[src/rtl/mem_arb_pkg.sv]
// Shared types for the data memory arbiter.
//   NUM_PORTS   : number of requesters sharing the memory
//   port_idx_t  : index of a requester
//   arb_state_t : sequencing FSM states
package mem_arb_pkg;

    localparam int unsigned NUM_PORTS = 2;

    typedef logic [$clog2(NUM_PORTS)-1:0] port_idx_t;

    typedef enum logic [1:0] {
        StIdle,
        StAccess,
        StWait,
        StResp
    } arb_state_t;

endpackage

[src/rtl/rr_arbiter2.sv]
// Two-way round-robin winner selection, purely combinational.
//   req  : request vector, bit i for port i
//   last : port served by the most recent grant
//   win  : one-hot winner (zero when nobody requests)
module rr_arbiter2
    import mem_arb_pkg::*;
(
    input  logic [NUM_PORTS-1:0] req,
    input  port_idx_t            last,
    output logic [NUM_PORTS-1:0] win
);

    always_comb begin
        win = '0;
        unique case (req)
            2'b01:   win = 2'b01;
            2'b10:   win = 2'b10;
            // Contention: the port that was not served last goes next.
            2'b11:   win = (last == port_idx_t'(0)) ? 2'b10 : 2'b01;
            default: win = '0;
        endcase
    end

endmodule

[src/rtl/data_mem_arbiter.sv]
// Shares a single-port data memory between the CPU load/store path (port 0)
// and the debug/program loader (port 1). One transaction at a time: grant in
// IDLE, one memory strobe in ACCESS, READ_LATENCY cycles in WAIT for reads,
// one-cycle completion pulse in RESP.
//
// Ports:
//   clk, rst                 clock, synchronous active-high reset
//   pN_req/we/addr/wdata     requester N command, held until gnt[N]
//   gnt, done                one-hot accept / completion pulses
//   rdata, err               response, valid while done is nonzero
//   mem_*                    memory side; strobes last exactly one cycle
//
// Build option: MEM_ARB_RANGE_CHECK_EN. When defined, addresses >= DEPTH
// complete with err=1 and never strobe the memory. Otherwise addresses wrap
// modulo DEPTH and err is always 0.
module data_mem_arbiter
    import mem_arb_pkg::*;
#(
    parameter int unsigned DEPTH        = 256,
    parameter int unsigned READ_LATENCY = 1
) (
    input  logic                 clk,
    input  logic                 rst,
    input  logic                 p0_req,
    input  logic                 p0_we,
    input  logic [31:0]          p0_addr,
    input  logic [31:0]          p0_wdata,
    input  logic                 p1_req,
    input  logic                 p1_we,
    input  logic [31:0]          p1_addr,
    input  logic [31:0]          p1_wdata,
    output logic [NUM_PORTS-1:0] gnt,
    output logic [NUM_PORTS-1:0] done,
    output logic [31:0]          rdata,
    output logic                 err,
    output logic [31:0]          mem_addr,
    output logic [31:0]          mem_wdata,
    output logic                 mem_read,
    output logic                 mem_write,
    input  logic [31:0]          mem_rdata
);

    localparam int unsigned AW   = $clog2(DEPTH);
    localparam int unsigned CntW = $clog2(READ_LATENCY + 1);

    arb_state_t     state_q, state_d;
    port_idx_t      last_q, last_d;
    port_idx_t      owner_q, owner_d;
    logic           we_q, we_d;
    logic [31:0]    addr_q, addr_d;
    logic [31:0]    wdata_q, wdata_d;
    logic [31:0]    rdata_q, rdata_d;
    logic [CntW-1:0] cnt_q, cnt_d;

    logic [NUM_PORTS-1:0] win;
    port_idx_t            win_idx;
    logic                 sel_we;
    logic [31:0]          sel_addr;
    logic [31:0]          sel_wdata;
    logic                 range_err;
    logic [31:0]          access_addr;

    rr_arbiter2 u_rr (
        .req  ({p1_req, p0_req}),
        .last (last_q),
        .win  (win)
    );

    assign win_idx   = port_idx_t'(win[1]);
    assign sel_we    = win[1] ? p1_we    : p0_we;
    assign sel_addr  = win[1] ? p1_addr  : p0_addr;
    assign sel_wdata = win[1] ? p1_wdata : p0_wdata;

`ifdef MEM_ARB_RANGE_CHECK_EN
    logic oor_q, oor_d;

    assign range_err   = oor_q;
    assign access_addr = addr_q;
`else
    logic unused_addr_hi;

    assign range_err      = 1'b0;
    assign access_addr    = 32'(addr_q[AW-1:0]);
    assign unused_addr_hi = ^addr_q[31:AW];
`endif

    // State register.
    always_ff @(posedge clk) begin
        if (rst) begin
            state_q <= StIdle;
            last_q  <= port_idx_t'(1);  // port 0 wins the first contention
            owner_q <= '0;
            we_q    <= 1'b0;
            addr_q  <= '0;
            wdata_q <= '0;
            rdata_q <= '0;
            cnt_q   <= '0;
`ifdef MEM_ARB_RANGE_CHECK_EN
            oor_q   <= 1'b0;
`endif
        end else begin
            state_q <= state_d;
            last_q  <= last_d;
            owner_q <= owner_d;
            we_q    <= we_d;
            addr_q  <= addr_d;
            wdata_q <= wdata_d;
            rdata_q <= rdata_d;
            cnt_q   <= cnt_d;
`ifdef MEM_ARB_RANGE_CHECK_EN
            oor_q   <= oor_d;
`endif
        end
    end

    // Next-state logic.
    always_comb begin
        state_d = state_q;
        last_d  = last_q;
        owner_d = owner_q;
        we_d    = we_q;
        addr_d  = addr_q;
        wdata_d = wdata_q;
        rdata_d = rdata_q;
        cnt_d   = cnt_q;
`ifdef MEM_ARB_RANGE_CHECK_EN
        oor_d   = oor_q;
`endif
        unique case (state_q)
            StIdle: begin
                if (|win) begin
                    state_d = StAccess;
                    last_d  = win_idx;
                    owner_d = win_idx;
                    we_d    = sel_we;
                    addr_d  = sel_addr;
                    wdata_d = sel_wdata;
                    rdata_d = '0;  // writes and rejected accesses return 0
`ifdef MEM_ARB_RANGE_CHECK_EN
                    oor_d   = (sel_addr >= 32'(DEPTH));
`endif
                end
            end
            StAccess: begin
                if (we_q || range_err) begin
                    state_d = StResp;
                end else begin
                    cnt_d   = CntW'(READ_LATENCY);
                    state_d = StWait;
                end
            end
            StWait: begin
                cnt_d = cnt_q - 1'b1;
                if (cnt_q == CntW'(1)) begin
                    rdata_d = mem_rdata;
                    state_d = StResp;
                end
            end
            StResp:  state_d = StIdle;
            default: state_d = StIdle;
        endcase
    end

    // Outputs.
    always_comb begin
        gnt       = '0;
        done      = '0;
        rdata     = '0;
        err       = 1'b0;
        mem_addr  = '0;
        mem_wdata = '0;
        mem_read  = 1'b0;
        mem_write = 1'b0;
        unique case (state_q)
            // A grant during reset would be lost, so it is suppressed.
            StIdle: if (!rst) gnt = win;
            StAccess: begin
                mem_addr  = access_addr;
                mem_wdata = wdata_q;
                mem_read  = !we_q && !range_err;
                mem_write = we_q && !range_err;
            end
            StResp: begin
                done[owner_q] = 1'b1;
                rdata         = rdata_q;
                err           = range_err;
            end
            default: ;
        endcase
    end

endmodule

[config.mk]
export PLATFORM = sky130hd
export DESIGN_NAME = data_mem_arbiter
export DESIGN_NICKNAME = d
export VERILOG_FILES = /design/src/rtl/mem_arb_pkg.sv /design/src/rtl/rr_arbiter2.sv /design/src/rtl/data_mem_arbiter.sv
export SDC_FILE = /design/constraint.sdc
export NUM_CORES = 1
export LEC_CHECK = 0
export BUFFER_PORTS_ARGS = -buffer_cell sky130_fd_sc_hd__buf_2
export CAP_MARGIN = 20
export CORE_MARGIN = 5
export CORE_UTILIZATION = 38
export CTS_CLUSTER_DIAMETER = 60
export DETAILED_ROUTE_END_ITERATION = 12
export PLACE_DENSITY = 0.75
export SETUP_SLACK_MARGIN = 0.1
export SYNTH_ARGS = -nofsm -noshare
export SYNTH_HDL_FRONTEND = slang
export SYNTH_HIERARCHICAL = 1
export SYNTH_SLANG_ARGS = --single-unit
[constraint.sdc]
create_clock -name clk -period 1.65 [get_ports clk]
set_clock_uncertainty 0.15 [all_clocks]
set_input_delay 0.0825 -clock clk [delete_from_list [all_inputs] [get_ports clk]]
set_output_delay 0.0825 -clock clk [all_outputs]
set_load 0.03 [all_outputs]
Yosys cells after proc, flatten, opt, wreduce, memory -nomap -nowiden. Cells that the tools add are included.

Output and inout port bits: 103. Input port bits: 166. Bits in registers: 78. Word-level logic and storage cells: 54.

Order comparisons: 2. $add $sub $neg: 1. Reductions and logical operators: 10. Equality and inequality tests: 9. Mux-type cells: 24.

Operator list (number): $mux W32 (5); $pmux W32 S2 (1); $mux W8 (2); $mux W2 (6); $eq A2 B2 Y1 const B (4); $pmux W2 S4 (1); $mux W1 (6); $ne A2 B2 Y1 const B (3); $pmux W2 S3 (1); $reduce_and A2 Y1 (3); $eq A2 B1 Y1 const B (2); $reduce_bool A2 Y1 (2); $reduce_and A3 Y1 (1); $logic_not A2 Y1 (1); $lt A1 B2 Y1 const B (1); $pmux W1 S2 (1); $reduce_or A2 Y1 (1); $demux W1 S1 (1); $ge A1 B1 Y1 const B (1); $logic_and A1 B1 Y1 (1); $logic_not A1 Y1 (1); $sub A1 B1 Y1 const B (1).

Longest topological paths before layout.
Word-level depth: 5. Gate-level depth with buffers: 7. Gate-level depth less buffers: 5.

Hierarchy. Netlist, hierarchy kept.

By module, submodules not included: data_mem_arbiter (instances 1, seq. area each 1561.5 um^2, cells an instance 399, area each 3826.2 um^2); rr_arbiter2 (instances 1, seq. area each 0.0 um^2, cells an instance 3, area each 18.8 um^2).

Least setup slack after synthesis. Ideal clock, no wire load.

Kind: register -> register. Start point: register state_q[0]. End point: register rdata_q[0]. Data required time: 1383 ps. Setup slack: -209 ps. Setup time: 117 ps. Period minus slack after synthesis: 1859 ps. Arrival: 1592 ps. Stages on the path, launching flop included: 8. Path buffers: 2. Cells stage by stage: dfxtp_1 -> inv_1 -> ha_1 -> or3b_1 -> buf_6 -> nor3b_4 -> buf_6 -> a22o_1.

Word-level cells in the longest chain between the ends: 3. Elaborated cells on any way between the ends: 7. Classes of those cells: eq/ne (3); mux (1); reduce/logical (3).

Ends and longest elaborated chain: start, declared (RTL line data_mem_arbiter.sv:46) `arb_state_t state_q, state_d;`; start signal, assigned (RTL line data_mem_arbiter.sv:90) `state_q <= StIdle;`; start signal, assigned (RTL line data_mem_arbiter.sv:102) `state_q <= state_d;`; $eq A2 B2 Y1 / $logic_not A2 Y1 (equally long branches) (RTL line data_mem_arbiter.sv:129) `unique case (state_q)`; $ne A2 B2 Y1 (no source line) / $reduce_bool A2 Y1 (equally long branches); $reduce_and A3 Y1 (no source line); end signal, assigned (RTL line data_mem_arbiter.sv:108) `rdata_q <= rdata_d;`; end, declared (RTL line data_mem_arbiter.sv:52) `logic [31:0] rdata_q, rdata_d;`.

Several ways; a longest one is shown, not always the timed one. A chain may end at the register's enable or synchronous reset.

Final worst setup path.
Start point: register last_q. End point: register rdata_q[13].

Word-level cells in the longest chain between the ends: 5.

Ends and longest elaborated chain: start, declared (RTL line data_mem_arbiter.sv:47) `port_idx_t last_q, last_d;`; start signal, assigned (RTL line data_mem_arbiter.sv:91) `last_q <= port_idx_t'(1);`; start signal, assigned (RTL line data_mem_arbiter.sv:103) `last_q <= last_d;`; $mux W2 (RTL line rr_arbiter2.sv:19) `2'b11: win = (last == port_idx_t'(0)) ? 2'b10 : 2'b01;`; $pmux W2 S3 (RTL line rr_arbiter2.sv:15) `unique case (req)`; via win[1] (RTL line data_mem_arbiter.sv:55) `logic [NUM_PORTS-1:0] win;`; $reduce_or A2 Y1 (RTL line data_mem_arbiter.sv:131) `if (|win) begin`; $ne A2 B2 Y1 (no source line); $reduce_and A3 Y1 (no source line).

The timed path passes the listed nets, and every way through them passes these cells.

==> impl_metrics.tcl <==
set metrics [dict create \
    status "finished with violations" \
    violations "setup timing" \
    wire_per_inst_um 22.1 \
    vias 4717 \
    numPortBuffers 195 \
    peakVddDrop_mv 0.873 \
    power.share.sequential 0.231 \
    syn_area_sq_um 3840 \
    ys_warn_count 6 \
    track_usage 0.300 \
    ff2ff_setup_slack_ns -0.20 \
    drt-initial-drc-count 273 \
    rr_worst_depth 8 \
    required_ns 1.79 \
    finalNetCount 937 \
    cts_tree "yes" \
    place.gp.congestion 0.818 \
    critPathKind "flop to flop" \
    hold_viol 0 \
    worst_hold_path.num_cells 5 \
    insertion_delay_ns 0.34 \
    drc_errors 0 \
    slowest_delay_ns 0.41 \
    synth_enable_flop_cells 0 \
    rr_startpoint "last_q" \
    drive_gt1_frac 0.598 \
    start_util 0.392 \
    seq_area_frac_synth 0.406 \
    routed_wl_mm 20.0 \
    path_clk_slew_ns 0.09 \
    startpoint "last_q" \
    die_h_um 111 \
    power.switching_mw 4.51 \
    hpwl_mm 7.49 \
    post-route-util 0.869 \
    fmax_mhz 540 \
    clock_power_share 0.133 \
    hold_class "input port to flop" \
    combPwrFrac 0.636 \
    io_pins 269 \
    maxSlewViolCount 0 \
    fill_cells 476 \
    sw_frac_of_total 0.380 \
    htree_levels 3 \
    grt_pass1_vias 5262 \
    synth_top_area_share 0.406 \
    period_share 1.12 \
    cts_buffers 9 \
    worstPathArrival_ns 1.99 \
    synth_cells 402 \
    yosys.cell_count.top_type "dfxtp_1" \
    min_from "p1_req" \
    die_area_sq_um 12200 \
    post-synth-top-area-cell "dfxtp_1" \
    synthArstFlopShare 0 \
    die_w_um 111 \
    maxCapViolCount 0 \
    placeableCoreArea_sq_um 9820 \
    areaGrowthSynthToFinish_pct 122 \
    clockRootBuffer "clkbuf_8" \
    relSlewSlack 0.527 \
    ys_ff_latch 78 \
    cts_buffer_depth 2 \
    hold_slack_ns 0.142 \
    synth.distinct_cells 34 \
    grt_max_degree 49 \
    vias_per_cell 5.20 \
    grt_overflow_total 0 \
    crit_chain "buf_6 -> a21boi_4 -> or3b_4 -> buf_6 -> a31oi_4 -> buf_6 -> buf_16 -> a22o_1" \
    first_pass_iters 4 \
    end_kind "flop" \
    synth_top_cells_by_area "dfxtp_1, and2_1, mux2i_1" \
    syn_area_per_cell_sq_um 9.56 \
    power_leakage_nw 3.77 \
    dp.cells 716 \
    hold_end "last_q" \
    ys_top_cells_by_count "dfxtp_1, and2_1, nor2_1" \
    cp_max_fo 8 \
    crit_path_top_delay_cell "or3b_4" \
    power.density_nw_per_um2 1390 \
    grt_pass1_wl_mm 29.1 \
    cp-start-kind "flop" \
    synth_flop_cell "dfxtp_1" \
    reg2reg_to "rdata_q[13]" \
    cts.sinks 78 \
    tightest_slew_ns 0.709 \
    drt.antenna.violating_nets 0 \
    internal_power_mw 7.36 \
    cpMostUsedCell "buf_6" \
    worst_slack_ns -0.201 \
    antenna_found_initial 3 \
    row_count 36 \
    finalNonFillerCells 907 \
    fin_crit_ns 1.85 \
    setup_violations 155 \
    rsz0062_at_grt "yes" \
]
-- how the worst max path moves through the flow --
stage | depth (start not counted) | endpoint
2_1_floorplan | 7 | rdata_q[0]
3_3_place_gp | 5 | rdata_q[8]
3_5_place_dp | 5 | rdata_q[17]
4_1_cts | 8 | rdata_q[12]
5_1_grt | 8 | rdata_q[13]
6_report | 8 | rdata_q[13]
-- critical path: cells and delay by family (launching register included) --
kind,cells,cell delay (ns)
buffers and inverters,4,0.52
AND/OR/NAND/NOR,1,0.41
flip-flops,1,0.36
AO/OA/AOI/OAI,3,0.36
-- metal layers --
| layer | global-route usage | vias up | part of all wire |
|---|---|---|---|
| met1 | 0.289 | 2269 | 0.34 |
| met3 | 0.0739 | 83 | 0.061 |
| met4 | 0.172 | 0 | 0.055 |
| met2 | 0.574 | 274 | 0.54 |
| li1 | - | 2091 | - |
| met5 | 0 | - | 0 |
-- stage by stage --
stage / area, sq um / worst slack, ns / power (mW) / setup TNS, ns
finish: 8540 / -0.201 / 11.9 / -14.06
global route: 8540 / -0.256 / 12.3 / -22.23
CTS: 8240 / -0.161 / 11.1 / -12.60
detailed placement: 4940 / -0.534 / 5.82 / -29.85
global placement: 4940 / -0.448 / 5.76 / -25.08
floorplan: 3960 / -0.110 / 4.89 / -3.30
-- layout by cell type, fill, tap and decap left out, types with 2 or more instances in the layout --
master         instances
dlygate4sd3_1        114
mux2i_1               23
buf_12                11
clkbuf_1               2
ha_1                   2
mux2i_2               16
mux2i_4                2
buf_6                100
clkbuf_8               9
nor2_4                16
nor2_2                21
nor2b_1                2
a211oi_1              17
clkbuf_16              6
nor3b_4                2
ha_4                   3
buf_8                  6
nor2_1                 5
bufinv_16              2
dfxtp_1               75
buf_2                117
conb_1                25
dfxtp_2                2
and2_4                76
a22o_1                32
diode_2                3
nand2_1                2
nor2b_4                2
buf_4                 14
a211oi_2              24
buf_16                18
-- cells by family (layout without fill, tap and decap cells) --
kind of cell,Yosys count,in the layout,synth area share
other,1,28,0.000975
adder cells (fa/ha/maj),5,5,0.0163
multiplexers,41,41,0.107
AO/OA/AOI/OAI,83,83,0.176
AND/OR/NAND/NOR,133,134,0.191
buffers and inverters,61,405,0.102
flip-flops,78,78,0.406
-- area by class of cell --
cell class | instances | area, sq um | area share
Inverter | 3 | 13.8 | 0.00161
Timing Repair Buffer | 386 | 3910 | 0.458
Sequential cell | 78 | 1570 | 0.184
Antenna cell | 3 | 7.51 | 0.000879
Clock buffer | 11 | 131 | 0.0154
Tap cell | 133 | 166 | 0.0195
Clock inverter | 5 | 81.3 | 0.00953
Multi-Input combinational cell | 288 | 2660 | 0.311
-- state kept, by name, indices dropped and copies added, names as in the netlist --
register	flops
owner_q	1
addr_q	8
wdata_q	32
rdata_q	32
last_q	1
cnt_q	1
state_q	2
we_q	1
-- timing repair --
item | 4_1_cts | 5_1_grt
endpoints found under the hold margin | 73 | 0
gates resized for setup | 346 | 64
pin swaps | 76 | 60
endpoints found under the setup margin | 155 | 155
hold buffers | 114 | 0
cloned | 22 | 7
setup buffers | 29 | 5
-- power by group through the flow --
stage	Combinational, mW	Sequential, mW	Clock [mW]
2_1_floorplan	2.37	2.53	0
3_3_place_gp	3.20	2.56	0
3_5_place_dp	3.24	2.58	0
4_1_cts	6.82	2.66	1.60
5_1_grt	7.89	2.78	1.68
6_report	7.56	2.74	1.58
(Power assumes the default switching activity.)
